File: config.mk
export PLATFORM = sky130hd
export DESIGN_NAME = mano_control_unit
export DESIGN_NICKNAME = d
export VERILOG_FILES = /design/src/rtl/mano_pkg.sv /design/src/rtl/mano_seq_counter.sv /design/src/rtl/mano_control_unit.sv
export SDC_FILE = /design/constraint.sdc
export NUM_CORES = 1
export LEC_CHECK = 0
export BUFFER_PORTS_ARGS = -buffer_cell sky130_fd_sc_hd__buf_2
export CAP_MARGIN = 0
export CORE_AREA = 2 2 48 50
export DETAILED_ROUTE_END_ITERATION = 10
export DIE_AREA = 0 0 50 52
export PLACE_DENSITY = 0.78
export SLEW_MARGIN = 20
export SYNTH_ARGS = -nofsm -noshare
export SYNTH_HDL_FRONTEND = slang
export SYNTH_SLANG_ARGS = --single-unit
File: constraint.sdc
create_clock -name clk -period 6.08 [get_ports clk]
set_clock_uncertainty 0.2 [all_clocks]
set_input_delay 0.304 -clock clk [delete_from_list [all_inputs] [get_ports clk]]
set_output_delay 0.304 -clock clk [all_outputs]
set_load 0.01 [all_outputs]
File: src/rtl/mano_pkg.sv
// Shared constants for the Mano basic computer control unit: bus sources,
// ALU function codes, opcodes and register-reference bit positions.
package mano_pkg;

  localparam logic [2:0] BUS_NONE = 3'd0;
  localparam logic [2:0] BUS_AR   = 3'd1;
  localparam logic [2:0] BUS_PC   = 3'd2;
  localparam logic [2:0] BUS_DR   = 3'd3;
  localparam logic [2:0] BUS_AC   = 3'd4;
  localparam logic [2:0] BUS_IR   = 3'd5;
  localparam logic [2:0] BUS_TR   = 3'd6;
  localparam logic [2:0] BUS_MEM  = 3'd7;

  localparam logic [2:0] ALU_NOP     = 3'd0;
  localparam logic [2:0] ALU_AND     = 3'd1;
  localparam logic [2:0] ALU_ADD     = 3'd2;
  localparam logic [2:0] ALU_XFER_DR = 3'd3;
  localparam logic [2:0] ALU_CMA     = 3'd4;
  localparam logic [2:0] ALU_CIR     = 3'd5;
  localparam logic [2:0] ALU_CIL     = 3'd6;

  localparam logic [2:0] OP_AND = 3'd0;
  localparam logic [2:0] OP_ADD = 3'd1;
  localparam logic [2:0] OP_LDA = 3'd2;
  localparam logic [2:0] OP_STA = 3'd3;
  localparam logic [2:0] OP_BUN = 3'd4;
  localparam logic [2:0] OP_BSA = 3'd5;
  localparam logic [2:0] OP_ISZ = 3'd6;
  localparam logic [2:0] OP_REG = 3'd7;

  localparam int RB_CLA = 11;
  localparam int RB_CLE = 10;
  localparam int RB_CMA = 9;
  localparam int RB_CME = 8;
  localparam int RB_CIR = 7;
  localparam int RB_CIL = 6;
  localparam int RB_INC = 5;
  localparam int RB_SPA = 4;
  localparam int RB_SNA = 3;
  localparam int RB_SZA = 2;
  localparam int RB_SZE = 1;
  localparam int RB_HLT = 0;

  typedef enum logic [3:0] {
    T0 = 4'd0, T1 = 4'd1, T2 = 4'd2, T3 = 4'd3,
    T4 = 4'd4, T5 = 4'd5, T6 = 4'd6
  } tstate_t;

endpackage

File: src/rtl/mano_seq_counter.sv
// 4-bit T-state sequence counter; synchronous clear wins over increment.
module mano_seq_counter (
  input  logic       clk,
  input  logic       rst_n,
  input  logic       clr,
  input  logic       inc,
  output logic [3:0] count
);

  always_ff @(posedge clk or negedge rst_n) begin
    if (!rst_n)
      count <= 4'd0;
    else if (clr)
      count <= 4'd0;
    else if (inc)
      count <= count + 4'd1;
  end

endmodule

File: src/rtl/mano_control_unit.sv
// Timing and control unit for the Mano basic computer: sequences fetch,
// indirect and execute, and decodes the bus select and register strobes.
module mano_control_unit
  import mano_pkg::*;
(
  input  logic        clk,
  input  logic        rst_n,
  input  logic        start,
  input  logic [15:0] ir,
  input  logic        ac_zero,
  input  logic        ac_sign,
  input  logic        dr_zero,
  input  logic        e_flag,
  output logic [2:0]  bus_sel,
  output logic        ld_ar,
  output logic        inc_ar,
  output logic        ld_pc,
  output logic        inc_pc,
  output logic        ld_dr,
  output logic        inc_dr,
  output logic        ld_ac,
  output logic        inc_ac,
  output logic        clr_ac,
  output logic [2:0]  alu_op,
  output logic        ld_ir,
  output logic        mem_rd,
  output logic        mem_wr,
  output logic        clr_e,
  output logic        cmp_e,
  output logic [3:0]  sc,
  output logic        running
);

  logic       s_reg;
  logic       i_reg;
  logic       sc_clr;
  logic       sc_inc;
  logic       halt;
  logic [2:0] opcode;
  logic       skip;

  assign opcode  = ir[14:12];
  assign running = s_reg;
  assign skip = (ir[RB_SPA] & ~ac_sign) | (ir[RB_SNA] & ac_sign) |
                (ir[RB_SZA] & ac_zero)  | (ir[RB_SZE] & ~e_flag);

  mano_seq_counter u_seq_counter (
    .clk   (clk),
    .rst_n (rst_n),
    .clr   (sc_clr),
    .inc   (sc_inc),
    .count (sc)
  );

  always_ff @(posedge clk or negedge rst_n) begin
    if (!rst_n) begin
      s_reg <= 1'b1;
      i_reg <= 1'b0;
    end else begin
      if (!s_reg && start)
        s_reg <= 1'b1;
      else if (halt)
        s_reg <= 1'b0;
      if (s_reg && sc == T2)
        i_reg <= ir[15];
    end
  end

  // Outputs are gated by rst_n so nothing strobes while reset is held.
  always_comb begin
    bus_sel = BUS_NONE;
    ld_ar   = 1'b0;
    inc_ar  = 1'b0;
    ld_pc   = 1'b0;
    inc_pc  = 1'b0;
    ld_dr   = 1'b0;
    inc_dr  = 1'b0;
    ld_ac   = 1'b0;
    inc_ac  = 1'b0;
    clr_ac  = 1'b0;
    alu_op  = ALU_NOP;
    ld_ir   = 1'b0;
    mem_rd  = 1'b0;
    mem_wr  = 1'b0;
    clr_e   = 1'b0;
    cmp_e   = 1'b0;
    sc_clr  = 1'b0;
    sc_inc  = 1'b0;
    halt    = 1'b0;
    if (!s_reg) begin
      sc_clr = 1'b1;
    end else if (rst_n) begin
      sc_inc = 1'b1;
      case (sc)
        T0: begin
          bus_sel = BUS_PC;
          ld_ar   = 1'b1;
        end
        T1: begin
          bus_sel = BUS_MEM;
          mem_rd  = 1'b1;
          ld_ir   = 1'b1;
          inc_pc  = 1'b1;
        end
        T2: begin
          bus_sel = BUS_IR;
          ld_ar   = 1'b1;
        end
        T3: begin
          if (opcode != OP_REG) begin
            if (i_reg) begin
              bus_sel = BUS_MEM;
              mem_rd  = 1'b1;
              ld_ar   = 1'b1;
            end
          end else begin
            sc_clr = 1'b1;
            if (!i_reg) begin
              clr_ac = ir[RB_CLA];
              clr_e  = ir[RB_CLE];
              cmp_e  = ir[RB_CME];
              inc_ac = ir[RB_INC];
              inc_pc = skip;
              halt   = ir[RB_HLT];
              if (ir[RB_CMA] | ir[RB_CIR] | ir[RB_CIL]) begin
                ld_ac = 1'b1;
                if (ir[RB_CMA])      alu_op = ALU_CMA;
                else if (ir[RB_CIR]) alu_op = ALU_CIR;
                else                 alu_op = ALU_CIL;
              end
            end
          end
        end
        T4: begin
          case (opcode)
            OP_AND, OP_ADD, OP_LDA, OP_ISZ: begin
              bus_sel = BUS_MEM;
              mem_rd  = 1'b1;
              ld_dr   = 1'b1;
            end
            OP_STA: begin
              bus_sel = BUS_AC;
              mem_wr  = 1'b1;
              sc_clr  = 1'b1;
            end
            OP_BUN: begin
              bus_sel = BUS_AR;
              ld_pc   = 1'b1;
              sc_clr  = 1'b1;
            end
            OP_BSA: begin
              bus_sel = BUS_PC;
              mem_wr  = 1'b1;
              inc_ar  = 1'b1;
            end
            default: sc_clr = 1'b1;
          endcase
        end
        T5: begin
          case (opcode)
            OP_AND: begin ld_ac = 1'b1; alu_op = ALU_AND;     sc_clr = 1'b1; end
            OP_ADD: begin ld_ac = 1'b1; alu_op = ALU_ADD;     sc_clr = 1'b1; end
            OP_LDA: begin ld_ac = 1'b1; alu_op = ALU_XFER_DR; sc_clr = 1'b1; end
            OP_BSA: begin
              bus_sel = BUS_AR;
              ld_pc   = 1'b1;
              sc_clr  = 1'b1;
            end
            OP_ISZ:  inc_dr = 1'b1;
            default: sc_clr = 1'b1;
          endcase
        end
        T6: begin
          sc_clr = 1'b1;
          if (opcode == OP_ISZ) begin
            bus_sel = BUS_DR;
            mem_wr  = 1'b1;
            inc_pc  = dr_zero;
          end
        end
        default: sc_clr = 1'b1;
      endcase
    end
  end

endmodule

==> reports/results.ini <==
[run_status]
status = complete, no violations

[clock_network]
cts_made_buffers = 3
clkLatencyLatePin_ns = 0.25
clock_sinks = 6
cts_setup_buffers = 0
ctsResizeCount = 0
clk_path_buf_depth = 2
ctsHtreeMaxLevel = 1
cts.clk_slew.worst_paths_ns = 0.05
cts_hold_buf = 2
root_buffer = clkbuf_4
cts_tree = done

[setup_path]
rrSetupSlack_ns = 3.97
cp_top_family = simple AND/OR/NAND/NOR gates
cp.depth = 6
reg2reg_from = u_seq_counter.count[0]
worstSetupPathType = flip-flop to primary output
worst-path-max-fanout = 7
worst_setup_path_end_kind = primary output
reg2reg_depth = 5
r2r-end = running
max_stage_delay_ns = 0.44
crit_buf_inv = 1
cpMaxStageDelayCell = dfrtp_1
worstPathArrival_ns = 2.25
startpoint_type = flip-flop
cp.required_ns = 5.58
crit_chain = ha_1 > or3b_4 > or2_1 > nor3_2 > o31a_1 > buf_2

[synthesis]
synth-async-reset-ratio_pct = 100.0
synth_edf_count = 0
avgSynthCellArea_um2 = 7.405
synth_top_family_by_area = simple AND/OR/NAND/NOR gates
synth_top_area_share_pct = 13.85
synth_flop_cell = dfrtp_1
synth_mux_area_share_pct = 3.740
yosysWarnings = 0
ys_seq_elements = 6
synthTopCellsByArea = dfrtp_1, ha_1, nand2_1
synthesis.nets = 153
synth_compound_area_share_pct = 22.71
post_synth_inst_count = 122
synthAdderAreaFrac_pct = 11.08
ys_top_cells_by_count = nand2_1, nor2_1, ha_1, inv_1, a21oi_1
yosysTopAreaCell = dfrtp_1
synth_xor_area_share_pct = 0
ys_seq_area_share_pct = 16.76
ys_types = 40
synth_simple_gate_area_share_pct = 38.50
synth_most_common_cell = nand2_1
syn-cell-area_um2 = 903.4

[final_layout]
nFillCells = 217
fin_cells = 198
layout.nets = 202
multi_input_area_um2 = 686.9
seq_area_um2 = 151.4
drive_gt1_share_pct = 36.47
largest_register_ffs = 4
finalInstanceArea_um2 = 1185
area_growth_pct = 31.16
diodes = 0

[drt]
wl_per_cell_um = 12.27
drc_errors = 0
via_per_inst = 5.242
drt-total-wl_um = 2430
first_pass_iters = 4
drtAntennaViolNets = 0
vias = 1038
drtIter0Drc = 25

[timing]
fin_setup_tns_ns = 0
fmax_mhz = 362.6
holdWs_ns = 0.08606
layout_setup_ws_ns = 3.322
slew_violations = 0
slew_headroom_pct = 71.73
setup_viol = 0
tightest_slew_ns = 0.4231
grt_setup_unrepaired = no
min_period_over_period_pct = 45.36
min_period_ns = 2.758
report.final.hold_viol_count = 0

[global_routing]
overflow = 0
grt_max_degree = 16
grt.total_usage_pct = 19.96
antenna_found_initial = 0
grt_pass1_wl_um = 4181
grt_pass1_vias = 969

[place]
dpl_worst_slack_ns = 3.583
port_buffers = 47
place_area_um2 = 1139
place_hpwl_um = 1976
finalWeightedCongestion = 0.8337
dp_cells = 192

[floorplanning]
io_pins = 48
num_rows = 17
dieArea_um2 = 2600
die_w_um = 50
core_um2 = 2106
initial_utilization_pct = 42.90
die_y_um = 52

[pwr]
leakagePower_uw = 0.0005968
power_switching_uw = 161.2
comb_power_share_pct = 64.8
p_sw_share_pct = 48.02
vdd_drop_max_mv = 0.2097
internal_power_uw = 174.5
p_per_area_nw_per_um2 = 283.3
sequentialPowerShare_pct = 23.3
clockPowerShare_pct = 11.8

[hold_path]
hold_start = start
whs_endpoint = running
whs_path_depth = 3
worstHoldPathType = input port to flip-flop

[job]
max_cap_viol_count = 0

## cell usage in the layout (no fill, tap or decap), types with 4 or more instances in the layout
cell | netlist | final
ha_1 | 8 | 8
a21oi_1 | 7 | 7
nand4_1 | 5 | 5
buf_2 | 0 | 47
and2_1 | 4 | 4
nor2_1 | 12 | 12
inv_1 | 8 | 8
dfrtp_1 | 5 | 5
o21ai_0 | 6 | 6
nand2_1 | 13 | 13
nand3b_1 | 4 | 4
a31oi_1 | 4 | 4
## power by group through the flow
stage               Sequential [uW]  Clock (uW)  Combinational [uW]
floorplan                      73.0           0                 159
global placement               76.7           0                 210
detailed placement             78.7           0                 216
CTS                            78.3        41.6                 218
global route                   82.9        43.6                 242
finish                         78.4        39.7                 218
## cells by family (layout without fill, tap and decap cells)
logic type	Yosys count	after routing
AOI/OAI and AO/OA	31	31
adders and majority gates	8	8
buffers and inverters	13	61
DFF	6	6
muxes	3	3
and+or+nand+nor	61	61
## per-layer routing
layer | up-vias | track usage (%) | part of all wire [%]
met5 | - | 0 | 0
li1 | 536 | - | -
met3 | 0 | 0.2874 | 3.7
met1 | 471 | 25.27 | 46
met2 | 31 | 37.06 | 50
met4 | 0 | 5.556 | 0
## worst min-delay path, delay by kind of cell
family,cells,cell delay (ns)
simple gates,1,0.07
buf+inv,1,0.09
compound gates,1,0.05
## area by class of cell
cell class,count,area share (%)
clock buffer,4,2.218
multi-input combinational,103,57.97
inverter,8,2.534
tap,28,2.957
timing repair buffer,49,21.54
sequential,6,12.78
## worst max-delay path by stage
stage,from,to,slack (ns)
3_5_place_dp,u_seq_counter.count[0],alu_op[2],3.58
6_report,u_seq_counter.count[0],alu_op[2],3.32
3_3_place_gp,u_seq_counter.count[0],alu_op[2],3.69
5_1_grt,u_seq_counter.count[0],alu_op[2],3.16
2_1_floorplan,u_seq_counter.count[0],alu_op[2],3.77
4_1_cts,u_seq_counter.count[0],alu_op[2],3.30
## stage by stage
stage,utilization (%),total power [uW]
6_report,56.27,335.7
5_1_grt,56.27,368.2
4_1_cts,56.27,337.5
3_5_place_dp,54.07,294.8
3_3_place_gp,54.07,286.3
2_1_floorplan,-,231.5
No activity file was read; power rests on OpenSTA's default activity.
